`src/rtl/array_rf_pkg.sv`:
```
// Shared types for the array refresh controller: FSM state encoding and refresh mode constants.
package array_rf_pkg;

   typedef enum logic [1:0] {
      ST_IDLE = 2'd0,
      ST_LOAD = 2'd1,
      ST_TRAS = 2'd2,
      ST_TRP  = 2'd3
   } rf_state_t;

   localparam logic RF_MODE_ALL = 1'b0;
   localparam logic RF_MODE_PER = 1'b1;

endpackage

```
`src/rtl/array_rf_tcnt.sv`:
```
// Phase counter shared by TRAS and TRP: counts 0..lim-1, term is high on the final count.
// Single cycle per count; lim must be at least 1, so lim-1 never underflows.
module array_rf_tcnt #(
   parameter int CNT_WIDTH = 8
) (
   input  logic                 clk,
   input  logic                 rst_n,
   input  logic                 clr,
   input  logic [CNT_WIDTH-1:0] lim,
   output logic                 term
);

   logic [CNT_WIDTH-1:0] cnt;

   always_ff @(posedge clk) begin
      if (!rst_n || clr) begin
         cnt <= '0;
      end else begin
         cnt <= cnt + 1'b1;
      end
   end

   assign term = (cnt == lim - 1'b1);

endmodule

```
`src/rtl/array_rf_ctrl_mb.sv`:
```
// Multi-bank burst refresh controller: LOAD, then N ops of T active + P precharge cycles.
// Start is accepted only in IDLE; pointers persist across requests so the array is swept.
module array_rf_ctrl_mb
   import array_rf_pkg::*;
#(
   parameter int AXI_RADDR_WIDTH = 14,
   parameter int BANK_NUM        = 2,
   parameter int CNT_WIDTH       = 8
) (
   input  logic                       clk,
   input  logic                       rst_n,
   input  logic [CNT_WIDTH-1:0]       mc_tras_cfg,
   input  logic [CNT_WIDTH-1:0]       mc_trp_cfg,
   input  logic [7:0]                 mc_rf_burst_cfg,
   input  logic                       mc_rf_mode_cfg,
   input  logic                       rf_start,
   output logic                       rf_done,
   output logic                       rf_busy,
   output logic                       rf_wrap,
   output logic [BANK_NUM-1:0]        array_banksel_n_rf,
   output logic [AXI_RADDR_WIDTH-1:0] array_raddr_rf
);

   localparam int BANK_W = (BANK_NUM > 1) ? $clog2(BANK_NUM) : 1;
   localparam logic [BANK_W-1:0] BANK_LAST = BANK_W'(BANK_NUM - 1);

   rf_state_t                  state, state_nxt;
   logic [CNT_WIDTH-1:0]       tras_sh, trp_sh, lim;
   logic [7:0]                 ops_left;
   logic                       mode_sh;
   logic [AXI_RADDR_WIDTH-1:0] row_ptr;
   logic [BANK_W-1:0]          bank_ptr;
   logic                       phase_end, op_end, last_op, row_step, cnt_clr;

   // Counter restarts on every phase entry; it is held clear outside TRAS/TRP.
   assign lim     = (state == ST_TRP) ? trp_sh : tras_sh;
   assign cnt_clr = phase_end || !((state == ST_TRAS) || (state == ST_TRP));

   array_rf_tcnt #(.CNT_WIDTH(CNT_WIDTH)) u_tcnt (
      .clk   (clk),
      .rst_n (rst_n),
      .clr   (cnt_clr),
      .lim   (lim),
      .term  (phase_end)
   );

   assign op_end   = (state == ST_TRP) && phase_end;
   assign last_op  = (ops_left == 8'd1);
   assign row_step = (mode_sh == RF_MODE_ALL) || (bank_ptr == BANK_LAST);

   always_comb begin
      state_nxt = state;
      case (state)
         ST_IDLE: if (rf_start)  state_nxt = ST_LOAD;
         ST_LOAD:                state_nxt = ST_TRAS;
         ST_TRAS: if (phase_end) state_nxt = ST_TRP;
         ST_TRP:  if (phase_end) state_nxt = last_op ? ST_IDLE : ST_TRAS;
         default:                state_nxt = ST_IDLE;
      endcase
   end

   always_ff @(posedge clk) begin
      if (!rst_n) begin
         state    <= ST_IDLE;
         tras_sh  <= CNT_WIDTH'(1);
         trp_sh   <= CNT_WIDTH'(1);
         ops_left <= 8'd1;
         mode_sh  <= RF_MODE_ALL;
         row_ptr  <= '0;
         bank_ptr <= '0;
      end else begin
         state <= state_nxt;
         // Zero configs are mapped to 1 here so the terminal compare never sees 0.
         if ((state == ST_IDLE) && rf_start) begin
            tras_sh  <= (mc_tras_cfg == '0) ? CNT_WIDTH'(1) : mc_tras_cfg;
            trp_sh   <= (mc_trp_cfg == '0) ? CNT_WIDTH'(1) : mc_trp_cfg;
            ops_left <= (mc_rf_burst_cfg == 8'd0) ? 8'd1 : mc_rf_burst_cfg;
            mode_sh  <= mc_rf_mode_cfg;
         end
         if (op_end) begin
            ops_left <= ops_left - 8'd1;
            if (mode_sh == RF_MODE_PER) begin
               bank_ptr <= (bank_ptr == BANK_LAST) ? '0 : bank_ptr + 1'b1;
            end
            if (row_step) begin
               row_ptr <= row_ptr + 1'b1;
            end
         end
      end
   end

   assign rf_busy        = (state != ST_IDLE);
   assign rf_done        = op_end && last_op;
   assign rf_wrap        = op_end && row_step && (row_ptr == '1);
   assign array_raddr_rf = row_ptr;

   always_comb begin
      array_banksel_n_rf = '1;
      for (int b = 0; b < BANK_NUM; b++) begin
         if ((state == ST_TRAS) &&
             ((mode_sh == RF_MODE_ALL) || (bank_ptr == BANK_W'(b)))) begin
            array_banksel_n_rf[b] = 1'b0;
         end
      end
   end

endmodule

```
`config.mk`:
```
export PLATFORM = sky130hd
export DESIGN_NAME = array_rf_ctrl_mb
export DESIGN_NICKNAME = d
export VERILOG_FILES = /design/src/rtl/array_rf_pkg.sv /design/src/rtl/array_rf_tcnt.sv /design/src/rtl/array_rf_ctrl_mb.sv
export SDC_FILE = /design/constraint.sdc
export NUM_CORES = 1
export LEC_CHECK = 0
export CORE_ASPECT_RATIO = 1.2
export CORE_MARGIN = 2
export CORE_UTILIZATION = 46
export CTS_BUF_LIST = sky130_fd_sc_hd__clkbuf_8
export DETAILED_ROUTE_END_ITERATION = 8
export PLACE_DENSITY = 0.71
export SLEW_MARGIN = 20
export SYNTH_ARGS = -nofsm -noshare
export SYNTH_HDL_FRONTEND = slang
export SYNTH_SLANG_ARGS = --single-unit
```
`constraint.sdc`:
```
create_clock -name clk -period 10.82 [get_ports clk]
set_clock_uncertainty 0.15 [all_clocks]
set_input_delay 2.164 -clock clk [delete_from_list [all_inputs] [get_ports clk]]
set_output_delay 2.164 -clock clk [all_outputs]
set_load 0.03 [all_outputs]
```
Word-level counts from Yosys, hierarchy flattened
Cells that the tools add are included.
{"block": "classes", "n_addsub": 5, "n_mul": 0, "div_mod_pow": 0, "order_cmp": 0, "eq_ne": 9, "n_shift": 0, "n_mux": 14, "bitwise": 2, "reduce_logical": 23}
{"operator": "two-way mux 8 bit", "n": 6}
{"operator": "logical NOT 8 bit", "n": 3}
{"operator": "subtractor 8 x 1 -> 8 bit, second input constant", "n": 2}
{"operator": "adder 14 x 1 -> 14 bit, second input constant", "n": 1}
{"operator": "equality test 14 bit, second input constant", "n": 1}
{"operator": "adder 8 x 1 -> 8 bit, second input constant", "n": 1}
{"operator": "equality test 8 x 1 -> 1 bit, second input constant", "n": 1}
{"operator": "equality test 8 bit", "n": 1}
{"operator": "two-way mux 2 bit", "n": 4}
{"operator": "case mux 2 bit (4 select lines)", "n": 1}
{"operator": "logical AND 1 bit", "n": 7}
{"operator": "!= test 2 bit, second input constant", "n": 3}
{"operator": "logical OR 1 bit", "n": 5}
{"operator": "equality test 2 bit, second input constant", "n": 2}
{"operator": "AND reduction 2 bit", "n": 2}
{"operator": "nonzero test 2 bit", "n": 2}
{"operator": "two-way mux 1 bit", "n": 3}
{"operator": "AND reduction 3 bit", "n": 1}
{"operator": "equality test 2 x 1 -> 1 bit, second input constant", "n": 1}
{"operator": "logical NOT 1 bit", "n": 2}
{"operator": "logical NOT 2 bit", "n": 1}
{"operator": "NOT 1 bit", "n": 2}
{"operator": "adder 1 bit, second input constant", "n": 1}
{"block": "word_totals", "register_bits": 50, "latch_bits": 0, "ram_bits": 0, "mem_bits_ro": 0, "input_bits": 28, "output_inout_bits": 19, "elab_cells": 61, "mem_count": 0}

Longest topological paths before layout
Gate-level depths: netlist (run 1).
{"block": "logic_depth", "word_depth": 7, "ltp_mapped": 13, "mapped_depth_nobuf": 10}

By module
Synthesis (run 1) repeated with hierarchy kept, for this count alone.
{"block": "unflattened", "cells_unflattened": 316, "area_unflattened_um2": 2557.5}
{"module": "array_rf_ctrl_mb", "instances": 1, "cells_each": 249, "area_per_inst_um2": 2006.9, "seq_area_each_um2": 840.8}
{"module": "array_rf_tcnt", "instances": 1, "cells_each": 67, "area_per_inst_um2": 550.5, "seq_area_each_um2": 160.2}

Worst setup path after synthesis (run 1)
OpenSTA, ideal clock, no wires.
{"block": "synth_path", "kind": "register -> output", "start": "register state[1]", "end": "output rf_wrap", "arrival_ps": 3355, "required_ps": 8506, "path_slack_ps": 5151, "stages_incl_launch_ff": 12, "path_buffers": 2, "path_cell_list": "dfxtp_1 buf_4 nand2_2 mux2i_1 ha_1 xor2_1 a21o_1 nand3_1 or4b_4 or4_1 clkbuf_1 nor3_1"}
{"block": "synth_via", "elab_chain_len": 7}
{"item": "start: declaration", "line": "array_rf_ctrl_mb.sv:27", "text": "rf_state_t state, state_nxt;"}
{"item": "start signal: assignment", "line": "array_rf_ctrl_mb.sv:72", "text": "state <= state_nxt;"}
{"item": "equality test 2 bit *", "line": "array_rf_ctrl_mb.sv:36, array_rf_ctrl_mb.sv:47"}
{"item": "two-way mux 8 bit", "line": "array_rf_ctrl_mb.sv:36", "text": "assign lim = (state == ST_TRP) ? trp_sh : tras_sh;"}
{"item": "subtractor 8 x 1 -> 8 bit", "line": "array_rf_tcnt.sv:23", "text": "assign term = (cnt == lim - 1'b1);"}
{"item": "equality test 8 bit", "line": "array_rf_tcnt.sv:23"}
{"item": "logical AND 1 bit *", "line": "array_rf_ctrl_mb.sv:47", "text": "assign op_end = (state == ST_TRP) && phase_end;"}
{"item": "logical AND 1 bit * (2 in a row)", "line": "array_rf_ctrl_mb.sv:94", "text": "assign rf_wrap = op_end && row_step && (row_ptr == '1);"}
{"item": "end: declaration", "line": "array_rf_ctrl_mb.sv:19", "text": "output logic rf_wrap,"}
Mark *: on every way between the ends. The rest lies on a longest branch, timed or not.

Worst setup path after layout (run 1)
Same ends and word-level chain as after synthesis.

==> impl_metrics.toml, run 1 <==
[outcome]
status = "finished clean"

[cells_and_area]
multiInputGateArea_mm2 = 0.001634
fillers = 536
syn2layout_area_growth_pct = 21.19
finalNetCount = 415
postLayoutCellArea_mm2 = 0.003349
drive_gt1_share_pct = 5.744
seqCellArea_mm2 = 0.001001
diodes = 0
fin_cells = 463

[timing]
whs_ns = 0.3246
tns_ns = 0
finalCritPeriodShare_pct = 62.37
setup_slack_ns = 4.072
worstMarginPinSlew_ns = 0.8541
rsz0062_at_grt = "false"
timing.fmax_mhz = 148.2
fin_crit_ns = 6.748
drv_slew = 0
finalHoldViolCount = 0
relSlewSlack_pct = 43.06
setup_viol_count_final = 0

[floorplan]
die_h_um = 88.91
dieArea_mm2 = 0.006647
initial_core_util_pct = 48.13
io_pins = 47
placementRows = 30
core-area_mm2 = 0.005743
die_w_um = 74.76

[routing]
via_count = 2682
drt-pass1-iter-count = 5
wl_per_cell_um = 14.31
drt.antenna.violating_nets = 0
via_per_inst = 5.793
wl_um = 6627
route.detailed.drc = 0
drtIter0Drc = 199

[yosys]
async_reset_ff_share_pct = 0
synth.top_cell.area_share_pct = 36.22
yosysSeqAreaShare_pct = 36.22
avgSynthCellArea_um2 = 7.942
ys_top_cells_by_area = "dfxtp_1 36%, nand2_1 7.7%, a21oi_1 6.3%"
synth_area_leader_cell = "dfxtp_1"
postSynthCellCount = 348
yosysWarningCount = 0
synth_flop_cell = "dfxtp_1"
syn_nets = 381
synth-edff-count = 0
synth-seq-cells = 50
synth_area_mm2 = 0.002764
synthDistinctLibCells = 53

[place]
hpwlAfterDp_um = 4815
post-place-ws_ns = 4.396
dp.cells = 455
placement.cell_area_mm2 = 0.003241
port-buffer-count = 46
gp_congestion = 0.8937

[clocking]
clk_path_buf_depth = 2
cts_root_buf = "clkbuf_8"
numCtsBuffers = 5
clock_sinks = 50
cts_resized = 0
ctsHoldBuffers = 0
cts_setup_buffers = 0
htree_levels = 2
clk_pin_slew_ns = 0.09
clk_latency_ns = 0.31
cts_tree = "done"

[worst_setup_path]
crit_fanout = 22
r2r_slack_ns = 6.90
required_ns = 8.51
crit_type = "reg -> out"
slowest_delay_ns = 0.73
arrival_ns = 4.43
worst_path_max_delay_cell = "dfxtp_1"
cp_cell_sequence = "nand2_2, mux2i_1, ha_1, xor2_1, a21o_1, nand3_1, or4b_4, or4_1, nor3_1, clkdlybuf4s50_1"
rr_worst_depth = 10
r2r-end = "array_raddr_rf[10]"
end_kind = "primary output"
reg2reg_from = "state[1]"
worstSetupStartpointType = "flip-flop"

[hold_path]
hp-class = "reg -> reg"
hold_path_depth = 2
min-delay-start = "trp_sh[7]"
min_to = "trp_sh[7]"

[job]
maxCapViolCount = 0

[power_and_ir_drop]
p_leak_uw = 0.001262
power_density_mw_per_mm2 = 132.1
ir_worst_vdd_uv = 87.26

[grt]
grt_pass1_vias = 2484
grt_overflow = 0
grt_usage_pct = 21.72
antenna_found_initial = 0
grt_max_degree = 28
grt_first_pass_wirelength_um = 11320
cells in the final DEF (no fill, tap or decap), drive strengths merged, types with 3 or more instances in the layout:
| master | count |
|---|---|
| nand2b | 3 |
| nand2 | 58 |
| nor2 | 7 |
| o21ai | 17 |
| nor3 | 20 |
| a211oi | 4 |
| o211ai | 3 |
| nand3 | 14 |
| or4 | 9 |
| clkdlybuf4s50 | 46 |
| a21oi | 35 |
| clkbuf | 5 |
| and3 | 17 |
| nor4 | 5 |
| or3 | 10 |
| xor2 | 8 |
| nand4 | 3 |
| a21o | 3 |
| ha | 5 |
| o21a | 4 |
| o31ai | 7 |
| inv | 8 |
| a32oi | 3 |
| nand4b | 3 |
| a21boi | 5 |
| dfxtp | 50 |
| mux2i | 6 |
cell type report:
cell class | count | share of cell area, %
clock buffer | 5 | 2.055
clock inverter | 3 | 1.195
inverter | 8 | 0.8965
multi-input combinational | 269 | 48.79
sequential | 50 | 29.88
tap | 80 | 2.988
timing repair buffer | 48 | 14.20
cell families after synthesis:
| logic type | after synthesis | share of synthesized area [%] |
|---|---|---|
| AOI/OAI and AO/OA | 94 | 22.09 |
| buffers and inverters | 29 | 4.889 |
| and+or+nand+nor | 155 | 29.52 |
| muxes | 6 | 2.173 |
| xor gates and xnor gates | 9 | 2.852 |
| adders and majority gates | 5 | 2.263 |
| DFF | 50 | 36.22 |
Yosys cell counts, types with 3 or more instances:
library cell,count
or4_1,8
o21a_1,4
nor3_1,20
and3_1,17
o211ai_1,3
a21boi_1,3
or3_1,9
nor4_1,5
nand2_1,57
nand4b_1,3
nand3_1,14
xor2_1,8
nand2b_1,3
a21o_1,3
o31ai_1,6
o21ai_0,16
clkbuf_1,13
dfxtp_1,50
a32oi_1,3
ha_1,5
mux2i_1,6
a21oi_1,35
nor2_1,7
inv_1,8
nand4_1,3
buf_2,3
per-layer routing:
| metal | wire length (um) | up-vias | share of wire (%) | GRT usage, % |
|---|---|---|---|---|
| li1 | - | 1357 | - | - |
| met1 | 2995 | 1231 | 45 | 29.30 |
| met2 | 3193 | 85 | 48 | 35.96 |
| met3 | 329 | 9 | 5.0 | 3.495 |
| met4 | 108 | 0 | 1.6 | 6.006 |
| met5 | 0 | - | 0 | 0 |
through the flow:
step,power [uW],utilization (%)
6_report,442.4,58.32
5_1_grt,465.0,58.32
4_1_cts,446.0,58.32
3_5_place_dp,314.5,56.43
3_3_place_gp,312.9,56.43
2_1_floorplan,285.9,-
power by group:
| group | leakage [uW] | internal (uW) | total (uW) | switching, uW |
|---|---|---|---|---|
| logic | 0.000797 | 44.0 | 102 | 58.4 |
| clock network | 0.0000579 | 68.1 | 131 | 62.9 |
| registers | 0.000407 | 194 | 209 | 14.7 |
sequential cells by signal, indices dropped and copies added, names as in the netlist:
signal / cells
array_raddr_rf: 14
bank_ptr: 1
mode_sh: 1
ops_left: 8
state: 2
tras_sh: 8
trp_sh: 8
u_tcnt.cnt: 8
worst max path at each step:
stage,start,to,slack [ns],cells past startpoint
3_5_place_dp,state[1],rf_wrap,4.40,10
3_3_place_gp,state[1],rf_wrap,4.55,10
2_1_floorplan,state[1],rf_wrap,5.15,11
5_1_grt,state[1],rf_wrap,3.73,10
6_report,state[1],rf_wrap,4.07,10
4_1_cts,state[1],rf_wrap,4.06,10
critical path: cells and delay by family, from the launching register on:
family          cells  cell delay (ns)
compound gates      1             0.10
xor+xnor            1             0.21
simple gates        5             1.84
mux                 1             0.29
fa+ha+maj           1             0.26
buf+inv             1             0.70
flops               1             0.73
Note: power is estimated with default switching activity, not from simulation.
==> inputs of run 2 (changes only) <==
Clock period 10.82 ns to 6.4 ns, I/O delays scaled along.
==> run 2 against run 1 <==
Net effect:
- wire length rose by 1.2%
- via count fell by 0.11%
- first-iteration DRC count fell by 10%
- die area did not move
- setup slack got worse by 3.6 ns
- final cell count did not move
- cell area barely moved
- non-clock buffer count did not move
- critical path depth did not move
- critical endpoint unchanged
==> impl_metrics.toml, run 2 (same netlist as run 1, synthesis figures left out) <==
[routing]
via_per_inst = 5.786
via_count = 2679
wl_um = 6704
wl_per_cell_um = 14.48
drtIter0Drc = 179
drt-pass1-iter-count = 5
drt.antenna.violating_nets = 0
route.detailed.drc = 0

[worst_setup_path]
reg2reg_from = "state[1]"
path_delay_family = "simple AND/OR/NAND/NOR gates"
worst_path_max_delay_cell = "dfxtp_1"
rr_worst_depth = 10
end_kind = "primary output"
r2r_slack_ns = 2.42
critPathBufInv = 1
cp_cell_sequence = "nand2_2, mux2i_1, ha_1, xor2_1, a21o_1, nand3_1, or4b_4, or4_1, nor3_1, clkdlybuf4s50_1"
required_ns = 4.97
slowest_delay_ns = 0.75
crit_fanout = 22
r2r-end = "array_raddr_rf[12]"
arrival_ns = 4.50
worstSetupStartpointType = "flip-flop"
crit_type = "reg -> out"

[place]
port-buffer-count = 46
post-place-ws_ns = 0.8470
gp_congestion = 0.8948
hpwlAfterDp_um = 4827
dp.cells = 455

[timing]
setup_slack_ns = 0.4688
tns_ns = 0
relSlewSlack_pct = 41.38
finalHoldViolCount = 0
drv_slew = 0
rsz0062_at_grt = "false"
fin_crit_ns = 5.931
setup_viol_count_final = 0
worstMarginPinSlew_ns = 0.8793
finalCritPeriodShare_pct = 92.67
timing.fmax_mhz = 168.6

[cells_and_area]
multiInputGateArea_mm2 = 0.001634
drive_gt1_share_pct = 5.222
finalNetCount = 415
fillers = 554
fin_cells = 463
layout_commonest_cell = "nand2_1"
syn2layout_area_growth_pct = 21.10
mostFrequentLayoutCells = "57 x nand2_1, 50 x dfxtp_1, 46 x clkdlybuf4s50_1"
diodes = 0
seqCellArea_mm2 = 0.001001
largest_reg_flops = 14

[clocking]
cts_resized = 0
clk_path_buf_depth = 2
htree_levels = 2
cts_root_buf = "clkbuf_8"
cts_tree = "done"
numCtsBuffers = 5
ctsHoldBuffers = 0
clk_latency_ns = 0.31
cts_setup_buffers = 0
clk_pin_slew_ns = 0.09
clock_sinks = 50

[power_and_ir_drop]
p_leak_uw = 0.001265
power_density_mw_per_mm2 = 224.0
ir_worst_vdd_uv = 100.5

[floorplan]
dieArea_mm2 = 0.006647
core-area_mm2 = 0.005743
io_pins = 47
initial_core_util_pct = 48.13
placementRows = 30
die_w_um = 74.76
die_h_um = 88.91

[grt]
grt_overflow = 0
grt_usage_pct = 22.35
grt_first_pass_wirelength_um = 11610
grt_pass1_vias = 2542
antenna_found_initial = 0
grt_max_degree = 28

[hold_path]
hp-class = "reg -> reg"
min_to = "tras_sh[7]"
hold_path_depth = 2
min-delay-start = "tras_sh[7]"

[outcome]
status = "finished clean"

[job]
maxCapViolCount = 0
run 2: metrics by stage:
step	hold slack (ns)	instance area (um2)	utilization, %	power [uW]
after global placement	0.3155	3241	56.43	528.9
final	0.3283	3347	58.28	749.8
after global routing	0.3516	3347	58.28	789.8
after detailed placement	0.3159	3241	56.43	532.2
after CTS	0.3285	3347	58.28	752.5
after floorplan	0.2821	2764	-	483.3
run 2: worst max-delay path by stage:
stage | start | to | slack [ns] | cells past startpoint
final | state[1] | rf_wrap | 0.47 | 10
after global routing | state[1] | rf_wrap | 0.16 | 10
after CTS | state[1] | rf_wrap | 0.49 | 10
after floorplan | state[1] | rf_wrap | 1.62 | 11
after global placement | state[1] | rf_wrap | 1.01 | 10
after detailed placement | state[1] | rf_wrap | 0.85 | 10
run 2: routing by layer:
layer / GRT usage [%] / vias up / wire length, um
met5: 0 / - / 0
met3: 3.833 / 11 / 246
met1: 29.11 / 1241 / 3039
met2: 37.01 / 73 / 3289
li1: - / 1354 / -
met4: 8.279 / 0 / 128
run 2: cell type report:
cell class	count	share of cell area [%]
inverter	8	0.8972
clock buffer	5	2.056
timing repair buffer	48	14.21
multi-input combinational	269	48.82
sequential	50	29.91
clock inverter	3	1.121
tap	80	2.991
run 2: where the power goes:
group / internal [uW] / total, uW / leakage [uW] / switching [uW]
Clock: 114 / 222 / 0.0000607 / 108
Sequential: 329 / 354 / 0.000407 / 25.2
Combinational: 74.4 / 174 / 0.000797 / 99.3
Total: 517 / 750 / 0.00126 / 233
run 2: worst min-delay path: cells and delay by family (launching register included):
kind | cells | cell delay [ns]
flops | 1 | 0.33
simple gates | 1 | 0.05
compound gates | 1 | 0.05
==> inputs of run 3 (changes only) <==
--- a/constraint.sdc
+++ b/constraint.sdc
@@ -4,2 +4,2 @@
 set_output_delay 1.28 -clock clk [all_outputs]
-set_load 0.03 [all_outputs]
+set_load 0.02 [all_outputs]
==> run 3 against run 2 <==
Net effect:
- setup slack improved by 0.082 ns
- non-clock buffer count unchanged
- core utilization is the same
- maximum frequency increased by 1.4%
- via count decreased by 0.97%
- wire length shrank 0.79%
- first-iteration DRC count is 23% lower
- worst hold slack got worse by 0.0071 ns
- largest power group unchanged
- highest routed layer unchanged
==> impl_metrics.toml, run 3 (same netlist as run 1, synthesis figures left out) <==
[outcome]
status = "finished clean"

[floorplan]
core-area_mm2 = 0.005743
die_h_um = 88.91
die_w_um = 74.76
dieArea_mm2 = 0.006647
initial_core_util_pct = 48.13
io_pins = 47
placementRows = 30

[timing]
worstMarginPinSlew_ns = 0.8705
finalHoldViolCount = 0
fin_crit_ns = 5.850
rsz0062_at_grt = "false"
drv_slew = 0
finalCritPeriodShare_pct = 91.40
setup_viol_count_final = 0
tns_ns = 0
relSlewSlack_pct = 41.97
timing.fmax_mhz = 171.0

[grt]
grt_max_degree = 28
grt_pass1_vias = 2490
grt_usage_pct = 22.07
antenna_found_initial = 0
grt_first_pass_wirelength_um = 11480
grt_overflow = 0

[routing]
via_count = 2653
drt.antenna.violating_nets = 0
via_per_inst = 5.730
wl_per_cell_um = 14.37
drt-pass1-iter-count = 4
wl_um = 6651
route.detailed.drc = 0
drtIter0Drc = 137

[cells_and_area]
largest_reg_flops = 14
fin_util_pct = 58.28
syn2layout_area_growth_pct = 21.10
layout_commonest_cell = "nand2_1"
finalNetCount = 415
postLayoutCellArea_mm2 = 0.003347
mostFrequentLayoutCells = "57 x nand2_1, 50 x dfxtp_1, 46 x clkdlybuf4s50_1"
drive_gt1_share_pct = 5.222
diodes = 0

[hold_path]
min-delay-start = "tras_sh[7]"
hp-class = "reg -> reg"
hold_path_depth = 2

[worst_setup_path]
required_ns = 4.97
worstSetupStartpointType = "flip-flop"
crit_type = "reg -> out"
end_kind = "primary output"
crit_fanout = 22
timing.critical_path.from = "state[1]"
arrival_ns = 4.42
reg2reg_from = "state[1]"
rr_worst_depth = 10

[clocking]
htree_levels = 2
ctsHoldBuffers = 0
clk_path_buf_depth = 2
clock_sinks = 50
cts_tree = "done"
clk_latency_ns = 0.30
cts_resized = 0
numCtsBuffers = 5
cts_setup_buffers = 0
cts_root_buf = "clkbuf_8"
clk_pin_slew_ns = 0.09

[place]
port-buffer-count = 46
gp_congestion = 0.8942
placement.cell_area_mm2 = 0.003241
hpwlAfterDp_um = 4835

[job]
maxCapViolCount = 0

[power_and_ir_drop]
power_density_mw_per_mm2 = 221.8
p_leak_uw = 0.001265
ir_worst_vdd_uv = 193.2
==> run 3: cell counts in the layout (fill, tap and decap cells not counted) <==
Identical to the previous run, type by type.
==> run 3: power breakdown <==
| group | switching, uW | total, uW | internal [uW] |
|---|---|---|---|
| clock network | 105 | 219 | 114 |
| registers | 25.4 | 354 | 329 |
| logic | 95.5 | 170 | 74.4 |
==> run 3: metrics by stage <==
| stage | setup slack (ns) | hold slack, ns | total power, uW | cells |
|---|---|---|---|---|
| floorplan | 1.812 | 0.2821 | 480.8 | 348 |
| CTS | 0.5560 | 0.3268 | 747.4 | 463 |
| global placement | 1.075 | 0.3155 | 526.4 | 455 |
| global route | 0.2330 | 0.3488 | 783.4 | 463 |
| detailed placement | 0.8976 | 0.3145 | 529.6 | 455 |
| finish | 0.5504 | 0.3212 | 742.4 | 463 |
==> run 3: final cells by class <==
class / count / area [um2]
repair buffers: 48 / 475.5
fillers: 558 / 2396
flip-flops and latches: 50 / 1001
inverters: 8 / 30.03
well taps: 80 / 100.1
multi-input cells: 269 / 1634
clock inverters: 3 / 37.54
clock buffers: 5 / 68.82
==> run 3: worst max-delay path, stage by stage, from the launching register on <==
cell and delay, ns:
dfxtp_1 0.75, nand2_2 0.28, mux2i_1 0.29, ha_1 0.26, xor2_1 0.21, a21o_1 0.10, nand3_1 0.06, or4b_4 0.54
or4_1 0.69, nor3_1 0.29, clkdlybuf4s50_1 0.64
==> run 3: path summary, 6_finish.rpt <==
check / end / slack, ns
max: rf_wrap / 0.55
min: tras_sh[7] / 0.32
max reg2reg: array_raddr_rf[12] / 2.45
min reg2reg: tras_sh[7] / 0.32
==> run 3: per-layer routing <==
layer | GRT usage [%] | share of wire (%) | vias to the layer above
met2 | 37.81 | 50 | 66
met4 | 7.143 | 1.4 | 0
met5 | 0 | 0 | -
met1 | 28.25 | 45 | 1229
met3 | 3.495 | 3.5 | 7
li1 | - | - | 1351
